[src/rtl/bp_table_scheduler_pkg.sv]
// Shared types and helpers for the branch-history table scheduler.
package bp_table_scheduler_pkg;

    // Index width the update-entry struct is built with; the top defaults to it.
    localparam int BP_TABLE_WIDTH = 6;

    // Every counter starts at weakly-taken after reset.
    localparam logic [1:0] WEAK_TAKEN = 2'b10;

    typedef enum logic [1:0] {
        INIT      = 2'd0,
        IDLE      = 2'd1,
        UPD_WRITE = 2'd2
    } schedState_t;

    // One queued ROB commit: table index plus the resolved direction.
    typedef struct packed {
        logic [BP_TABLE_WIDTH-1:0] idx;
        logic                      taken;
    } updEntry_t;

    // 2-bit saturating counter step.
    function automatic logic [1:0] counterNext(input logic [1:0] cur, input logic taken);
        if (taken) return (cur == 2'b11) ? cur : cur + 2'd1;
        return (cur == 2'b00) ? cur : cur - 2'd1;
    endfunction

endpackage

[src/rtl/bp_table_scheduler_if.sv]
// Lookup, commit-update and table RAM signals of the scheduler.
interface bp_table_scheduler_if #(parameter int TABLE_WIDTH = 6);
    logic                   predictValid;
    logic [31:0]            predictAddr;
    logic                   predictReady;
    logic                   jumpValid;
    logic                   jump;
    logic                   updateFlag;
    logic [31:0]            updateAddr;
    logic                   updateVal;
    logic                   tableEn;
    logic                   tableWe;
    logic [TABLE_WIDTH-1:0] tableAddr;
    logic [1:0]             tableWdata;
    logic [1:0]             tableRdata;

    // Requester side: instruction unit, ROB and the table RAM read port.
    modport master (
        output predictValid, predictAddr, updateFlag, updateAddr, updateVal, tableRdata,
        input  predictReady, jumpValid, jump, tableEn, tableWe, tableAddr, tableWdata
    );

    // Scheduler side.
    modport slave (
        input  predictValid, predictAddr, updateFlag, updateAddr, updateVal, tableRdata,
        output predictReady, jumpValid, jump, tableEn, tableWe, tableAddr, tableWdata
    );
endinterface

[src/rtl/bp_update_fifo.sv]
// Small synchronous FIFO holding committed branch updates; a push into a full
// FIFO is accepted only when a pop happens in the same cycle.
module bp_update_fifo #(
    parameter int DATA_W  = 7,
    parameter int DEPTH_W = 2
) (
    input  logic              clockIn,
    input  logic              resetIn,
    input  logic              push,
    input  logic              pop,
    input  logic [DATA_W-1:0] pushData,
    output logic [DATA_W-1:0] headData,
    output logic              full,
    output logic              empty
);
    localparam int DEPTH = 1 << DEPTH_W;

    logic [DATA_W-1:0]  mem [DEPTH];
    logic [DEPTH_W:0]   wrPtr;
    logic [DEPTH_W:0]   rdPtr;
    logic               pushOk;
    logic               popOk;

    // Extra pointer bit separates full from empty when the slot bits match.
    assign empty    = (wrPtr == rdPtr);
    assign full     = (wrPtr[DEPTH_W] != rdPtr[DEPTH_W]) &&
                      (wrPtr[DEPTH_W-1:0] == rdPtr[DEPTH_W-1:0]);
    assign pushOk   = push && (!full || pop);
    assign popOk    = pop && !empty;
    assign headData = mem[rdPtr[DEPTH_W-1:0]];

    // Pointer update; reset empties the queue.
    always_ff @(posedge clockIn) begin
        if (!resetIn) begin
            wrPtr <= '0;
            rdPtr <= '0;
        end else begin
            if (pushOk) wrPtr <= wrPtr + 1'b1;
            if (popOk)  rdPtr <= rdPtr + 1'b1;
        end
    end

    // Storage; contents need no reset since the pointers gate visibility.
    always_ff @(posedge clockIn) begin
        if (resetIn && pushOk) mem[wrPtr[DEPTH_W-1:0]] <= pushData;
    end

endmodule

[src/rtl/bp_table_scheduler.sv]
// Owns the single-port 2-bit branch history table: initialises it, serves
// lookups, and applies queued commit updates as read-modify-write pairs.
module bp_table_scheduler
    import bp_table_scheduler_pkg::*;
#(
    // The update-entry struct is sized by BP_TABLE_WIDTH; keep these equal.
    parameter int TABLE_WIDTH  = BP_TABLE_WIDTH,
    parameter int QUEUE_WIDTH  = 2,
    parameter int STARVE_LIMIT = 8
) (
    input  logic                clockIn,
    input  logic                resetIn,
    input  logic                readyIn,
    bp_table_scheduler_if.slave bus,
    output logic                initDone,
    output logic [15:0]         dropCount
);
    localparam int                 STARVE_W   = $clog2(STARVE_LIMIT + 1);
    localparam logic [STARVE_W-1:0] STARVE_MAX = STARVE_W'(STARVE_LIMIT);

    schedState_t            state;
    logic [TABLE_WIDTH-1:0] initIdx;
    logic [STARVE_W-1:0]    starve;
    logic                   jumpValidQ;
    updEntry_t              pushEntry;
    updEntry_t              head;
    logic                   fifoFull;
    logic                   fifoEmpty;
    logic                   fifoPush;
    logic                   fifoPop;
    logic                   dropUpd;
    logic                   active;
    logic                   updPrio;
    logic                   lookupFire;
    logic [TABLE_WIDTH-1:0] lookIdx;
    logic                   unusedAddrBits;

    // Reset overrides everything, so nothing reaches the RAM while it is low.
    assign active     = readyIn && resetIn;
    assign lookIdx    = bus.predictAddr[TABLE_WIDTH+1:2];
    assign pushEntry  = '{idx: bus.updateAddr[TABLE_WIDTH+1:2], taken: bus.updateVal};

    // Updates take the port when lookups are absent, the queue is full, or
    // the queue has lost too many arbitrations in a row.
    assign updPrio    = !fifoEmpty &&
                        (!bus.predictValid || fifoFull || starve >= STARVE_MAX);
    assign lookupFire = active && (state == IDLE) && !updPrio && bus.predictValid;
    assign fifoPop    = active && (state == UPD_WRITE);
    assign fifoPush   = active && bus.updateFlag;
    assign dropUpd    = fifoPush && fifoFull && !fifoPop;

    assign bus.jumpValid = jumpValidQ;
    assign bus.jump      = bus.tableRdata[1];

    assign unusedAddrBits = ^{bus.predictAddr[31:TABLE_WIDTH+2], bus.predictAddr[1:0],
                              bus.updateAddr[31:TABLE_WIDTH+2], bus.updateAddr[1:0]};

    bp_update_fifo #(
        .DATA_W  ($bits(updEntry_t)),
        .DEPTH_W (QUEUE_WIDTH)
    ) updFifo (
        .clockIn  (clockIn),
        .resetIn  (resetIn),
        .push     (fifoPush),
        .pop      (fifoPop),
        .pushData (pushEntry),
        .headData (head),
        .full     (fifoFull),
        .empty    (fifoEmpty)
    );

    // RAM port and lookup handshake, decoded from the current state.
    always_comb begin
        bus.tableEn      = 1'b0;
        bus.tableWe      = 1'b0;
        bus.tableAddr    = '0;
        bus.tableWdata   = '0;
        bus.predictReady = 1'b0;
        if (active) begin
            case (state)
                INIT: begin
                    bus.tableEn    = 1'b1;
                    bus.tableWe    = 1'b1;
                    bus.tableAddr  = initIdx;
                    bus.tableWdata = WEAK_TAKEN;
                end
                IDLE: begin
                    if (updPrio) begin
                        bus.tableEn   = 1'b1;
                        bus.tableAddr = head.idx;
                    end else begin
                        bus.predictReady = 1'b1;
                        if (bus.predictValid) begin
                            bus.tableEn   = 1'b1;
                            bus.tableAddr = lookIdx;
                        end
                    end
                end
                UPD_WRITE: begin
                    // Head is still the entry read last cycle; pop happens now.
                    bus.tableEn    = 1'b1;
                    bus.tableWe    = 1'b1;
                    bus.tableAddr  = head.idx;
                    bus.tableWdata = counterNext(bus.tableRdata, head.taken);
                end
                default: ;
            endcase
        end
    end

    // Scheduler FSM, starvation counter, drop counter and lookup valid.
    always_ff @(posedge clockIn) begin
        if (!resetIn) begin
            state      <= INIT;
            initIdx    <= '0;
            starve     <= '0;
            jumpValidQ <= 1'b0;
            initDone   <= 1'b0;
            dropCount  <= '0;
        end else if (readyIn) begin
            jumpValidQ <= lookupFire;
            if (dropUpd && dropCount != 16'hFFFF) dropCount <= dropCount + 16'd1;
            case (state)
                INIT: begin
                    initIdx <= initIdx + 1'b1;
                    if (initIdx == '1) begin
                        state    <= IDLE;
                        initDone <= 1'b1;
                    end
                end
                IDLE: begin
                    if (updPrio) begin
                        starve <= '0;
                        state  <= UPD_WRITE;
                    end else if (bus.predictValid && !fifoEmpty && starve < STARVE_MAX) begin
                        starve <= starve + 1'b1;
                    end
                end
                UPD_WRITE: state <= IDLE;
                default:   state <= INIT;
            endcase
        end
    end

endmodule

[src/flat_wrapper.sv]
// flat-port wrapper written by rule: the top's interface ports become plain ports
module bp_table_scheduler_flat import bp_table_scheduler_pkg::*;
#(
                                                                            
    parameter int TABLE_WIDTH  = BP_TABLE_WIDTH,
    parameter int QUEUE_WIDTH  = 2,
    parameter int STARVE_LIMIT = 8
)
  (clockIn, resetIn, readyIn, initDone, dropCount, bus_predictValid, bus_predictAddr, bus_updateFlag, bus_updateAddr, bus_updateVal, bus_tableRdata, bus_predictReady, bus_jumpValid, bus_jump, bus_tableEn, bus_tableWe, bus_tableAddr, bus_tableWdata);
  bp_table_scheduler_if #(.TABLE_WIDTH(TABLE_WIDTH)) bus_i ();
  input  logic clockIn;
  input  logic resetIn;
  input  logic readyIn;
  output logic initDone;
  output logic [15:0] dropCount;
  input wire logic [$bits(bus_i.predictValid)-1:0] bus_predictValid;
  input wire logic [$bits(bus_i.predictAddr)-1:0] bus_predictAddr;
  input wire logic [$bits(bus_i.updateFlag)-1:0] bus_updateFlag;
  input wire logic [$bits(bus_i.updateAddr)-1:0] bus_updateAddr;
  input wire logic [$bits(bus_i.updateVal)-1:0] bus_updateVal;
  input wire logic [$bits(bus_i.tableRdata)-1:0] bus_tableRdata;
  output wire logic [$bits(bus_i.predictReady)-1:0] bus_predictReady;
  output wire logic [$bits(bus_i.jumpValid)-1:0] bus_jumpValid;
  output wire logic [$bits(bus_i.jump)-1:0] bus_jump;
  output wire logic [$bits(bus_i.tableEn)-1:0] bus_tableEn;
  output wire logic [$bits(bus_i.tableWe)-1:0] bus_tableWe;
  output wire logic [$bits(bus_i.tableAddr)-1:0] bus_tableAddr;
  output wire logic [$bits(bus_i.tableWdata)-1:0] bus_tableWdata;
  assign bus_i.predictValid = bus_predictValid;
  assign bus_i.predictAddr = bus_predictAddr;
  assign bus_i.updateFlag = bus_updateFlag;
  assign bus_i.updateAddr = bus_updateAddr;
  assign bus_i.updateVal = bus_updateVal;
  assign bus_i.tableRdata = bus_tableRdata;
  assign bus_predictReady = bus_i.predictReady;
  assign bus_jumpValid = bus_i.jumpValid;
  assign bus_jump = bus_i.jump;
  assign bus_tableEn = bus_i.tableEn;
  assign bus_tableWe = bus_i.tableWe;
  assign bus_tableAddr = bus_i.tableAddr;
  assign bus_tableWdata = bus_i.tableWdata;
  bp_table_scheduler #(.TABLE_WIDTH(TABLE_WIDTH), .QUEUE_WIDTH(QUEUE_WIDTH), .STARVE_LIMIT(STARVE_LIMIT)) u_core (.clockIn(clockIn), .resetIn(resetIn), .readyIn(readyIn), .bus(bus_i), .initDone(initDone), .dropCount(dropCount));
endmodule
[config.mk]
export PLATFORM = sky130hd
export DESIGN_NAME = bp_table_scheduler_flat
export DESIGN_NICKNAME = d
export VERILOG_FILES = /design/src/rtl/bp_table_scheduler_pkg.sv /design/src/rtl/bp_table_scheduler_if.sv /design/src/rtl/bp_update_fifo.sv /design/src/rtl/bp_table_scheduler.sv /design/src/flat_wrapper.sv
export SDC_FILE = /design/constraint.sdc
export NUM_CORES = 1
export LEC_CHECK = 0
export ABC_CLOCK_PERIOD_IN_PS = 4400
export CELL_PAD_IN_SITES_DETAIL_PLACEMENT = 0
export CELL_PAD_IN_SITES_GLOBAL_PLACEMENT = 1
export CORE_MARGIN = 2
export CORE_UTILIZATION = 31
export DETAILED_ROUTE_END_ITERATION = 10
export DONT_BUFFER_PORTS = 1
export PLACE_DENSITY_LB_ADDON = 0.1
export SLEW_MARGIN = 30
export SYNTH_ARGS = -nofsm -noshare
export SYNTH_HDL_FRONTEND = slang
export SYNTH_SLANG_ARGS = --single-unit
[constraint.sdc]
create_clock -name clockIn -period 4.4 [get_ports clockIn]
set_input_delay 0.88 -clock clockIn [delete_from_list [all_inputs] [get_ports clockIn]]
set_output_delay 0.88 -clock clockIn [all_outputs]
set_load 0.01 [all_outputs]
==> results.json <==
{
  "intPower_w": 0.000915,
  "p_leak_nw": 1.14,
  "yosys_warnings": 0,
  "ant_nets": 0,
  "synth_area_leaders": "edfxtp_1 27%, dfxtp_1 24%, mux4_2 5.1%, ha_1 3.6%, nor2_1 3.4%",
  "path_max_fanout": 6,
  "clk_latency_ns": 0.34,
  "worst_r2r_endpoint": "u_core.dropCount[11]$_SDFFE_PN0P_",
  "hold_viol": 0,
  "pwr-share-clk_pct": 42.5,
  "initial_core_util_pct": 31.9,
  "rsz0062_at_grt": "false",
  "gp_congestion": 0.690,
  "diodes": 0,
  "fp.dieW_um": 104,
  "yosys.cell_types.count": 52,
  "worstHoldPathType": "flop to flop",
  "hpwl_um": 4790,
  "antenna_found_initial": 0,
  "combinationalPowerShare_pct": 3.0,
  "root_buffer": "clkbuf_8",
  "critPathTopFamily": "compound AO/OA/AOI/OAI gates",
  "synth_top_area_share_pct": 27.0,
  "grt_max_degree": 22,
  "syn_area_um2": 3120,
  "switching_share_pct": 22.9,
  "crit_buf_inv": 0,
  "fin_setup_tns_ns": 0,
  "top_layer_used": "met4",
  "multi_input_area_um2": 1410,
  "drt-met1-wl_um": 3290,
  "syn_inst": 284,
  "p_per_area_nw_per_um2": 348,
  "ir_drop_mv": 0.199,
  "drt_iter0_drc": 73,
  "min_period_ns": 3.33,
  "num_vias": 2084,
  "coreArea_um2": 9770,
  "cpPeakStageDelay_ns": 0.57,
  "yosys_register_bits": 66,
  "yosysTopAreaCell": "edfxtp_1",
  "critPathArrivalTime_ns": 2.45,
  "cts_hold_buf": 0,
  "min_to": "u_core.updFifo.rdPtr[2]$_SDFFE_PN0P_",
  "end_kind": "output port",
  "maxSlewHeadroom_pct": 41.4,
  "cts_max_level": 3,
  "finClkSkew_ns": 0.0103,
  "grt_pass1_wl_um": 11200,
  "rr_startpoint": "u_core.state[0]$_SDFFE_PN0P_",
  "cts_tree": "yes",
  "port_buffers": 0,
  "post-place-ws_ns": 1.30,
  "cts-resized-gates": 0,
  "drive_gt1_share_pct": 10.0,
  "drv_slew": 0,
  "power_switching_w": 0.000271,
  "totalWireLength_um": 6790,
  "synth-seq-area-share_pct": 51.4,
  "clock_sinks": 66,
  "worstMarginPinSlew_ns": 0.872,
  "routed-wl-met2_um": 3120,
  "clkTransAtPathRegs_ns": 0.08,
  "route.met3.wl_um": 288,
  "seq_area_um2": 1600,
  "status": "complete, no violations",
  "seq_power_share_pct": 54.6,
  "grt_pass1_vias": 2111,
  "worstSetupPathType": "flop to output port",
  "fmax_ghz": 0.301,
  "cts_setup_buffers": 0,
  "gr-total-overflow": 0,
  "area_delta_synth_final_pct": 9.23,
  "syn_avg_cell_area_um2": 11.0,
  "reg2reg_depth": 5,
  "grt_util_all_layers_pct": 13.3,
  "via_per_inst": 4.94,
  "worstPathCellList": "xor2_1 > o21ai_0 > a21boi_0 > nor2_1 > a221o_1",
  "syn_nets": 365,
  "timing.final.ws_setup_ns": 1.07,
  "num_rows": 36,
  "dr.pass1.iters": 4,
  "slowest_stage": "o21ai_0",
  "fin_cells": 422,
  "timing.final.crit_share_pct": 75.6,
  "drv_cap": 0,
  "crit_required_ns": 3.52,
  "r2r_setup_slack_ns": 1.83,
  "hold_depth": 1,
  "ys_async_sr_fraction_pct": 0,
  "drc": 0,
  "start_kind": "flop",
  "cts_buffer_depth": 2,
  "cts-buffers-inserted": 9,
  "die_area_um2": 10900,
  "wire_per_inst_um": 16.1,
  "ios": 102,
  "finalSetupViolCount": 0,
  "die_y_um": 104,
  "synth-main-ff-cell": "dfxtp_1",
  "nFillCells": 1020,
  "synth-edff-count": 28,
  "nets": 366,
  "dp.cells": 407,
  "min-delay-start": "u_core.updFifo.rdPtr[2]$_SDFFE_PN0P_"
}
sequential cells by signal, summed over array words and instances, names as in the netlist, named ones only:
name,count
u_core.bus.jumpValid,1
u_core.dropCount,16
u_core.initDone,1
u_core.initIdx,6
u_core.starve,4
u_core.state,2
u_core.updFifo.mem,28
u_core.updFifo.rdPtr,3
u_core.updFifo.wrPtr,3
synth_stat cells (4+ instances only):
master / n
and2_1: 4
and3_1: 5
nor2_1: 28
ha_1: 9
o21ai_0: 8
inv_1: 6
buf_6: 4
nor2b_1: 7
mux4_2: 7
edfxtp_1: 28
xnor2_1: 11
a221o_1: 6
dfxtp_1: 38
nor4_1: 6
mux2i_1: 10
nand3_1: 10
nand4_1: 5
xor2_1: 6
a21oi_1: 11
nand2_1: 27
layer usage:
metal	global-route usage, %	vias up
met2	19.9	27
met3	4.89	8
met4	5.21	0
li1	-	1040
met1	17.6	1009
met5	0	-
cell families (layout without fill, tap and decap cells):
kind of cell,count (synthesis),in the layout,synth area share [%]
muxes,17,17,8.27
adders and majority gates,9,9,3.61
AOI/OAI and AO/OA,40,40,8.71
xor gates and xnor gates,17,17,4.78
and+or+nand+nor,117,117,19.7
buffers and inverters,18,23,3.57
DFF,66,66,51.4
cell type report:
cell class | instances | share of cell area, %
flip-flops and latches | 66 | 47.0
multi-input cells | 200 | 41.4
well taps | 133 | 4.89
clock buffers | 9 | 3.64
clock inverters | 6 | 2.02
inverters | 7 | 0.771
repair buffers | 1 | 0.220
per-stage QoR:
stage / hold WS, ns / area [µm²] / util (%) / total power [W]
floorplan: 0.449 / 3120 / - / 0.000692
global placement: 0.463 / 3210 / 32.8 / 0.000697
detailed placement: 0.471 / 3210 / 32.9 / 0.000698
finish: 0.486 / 3410 / 34.8 / 0.00119
global route: 0.518 / 3410 / 34.8 / 0.00124
CTS: 0.490 / 3410 / 34.8 / 0.00121
worst max-delay path by stage:
stage / from / to / slack (ns) / cells past startpoint
floorplan: readyIn / bus_tableAddr[0] / 1.50 / 6
global placement: bus_predictValid / bus_tableAddr[2] / 1.28 / 5
detailed placement: bus_predictValid / bus_tableAddr[2] / 1.30 / 5
CTS: u_core.updFifo.wrPtr[0]$_SDFFE_PN0P_ / bus_tableAddr[2] / 1.00 / 5
global route: u_core.updFifo.wrPtr[0]$_SDFFE_PN0P_ / bus_tableAddr[2] / 0.85 / 5
finish: u_core.updFifo.wrPtr[0]$_SDFFE_PN0P_ / bus_tableAddr[2] / 1.07 / 5
power groups by stage:
stage / registers (W) / logic [W] / clock network (W)
floorplan: 0.000660 / 0.0000324 / 0
global placement: 0.000661 / 0.0000359 / 0
detailed placement: 0.000661 / 0.0000361 / 0
CTS: 0.000647 / 0.0000362 / 0.000525
global route: 0.000648 / 0.0000405 / 0.000551
finish: 0.000647 / 0.0000354 / 0.000504
layout by cell type, fill, tap and decap left out, types with 8 or more instances in the layout:
cell / n
ha_1: 9
nand2_1: 27
o21ai_0: 8
a21oi_1: 11
clkbuf_8: 9
nand3_1: 10
dfxtp_1: 38
mux2i_1: 10
xnor2_1: 11
nor2_1: 28
edfxtp_1: 28
Note: power is estimated with default switching activity, not from simulation.
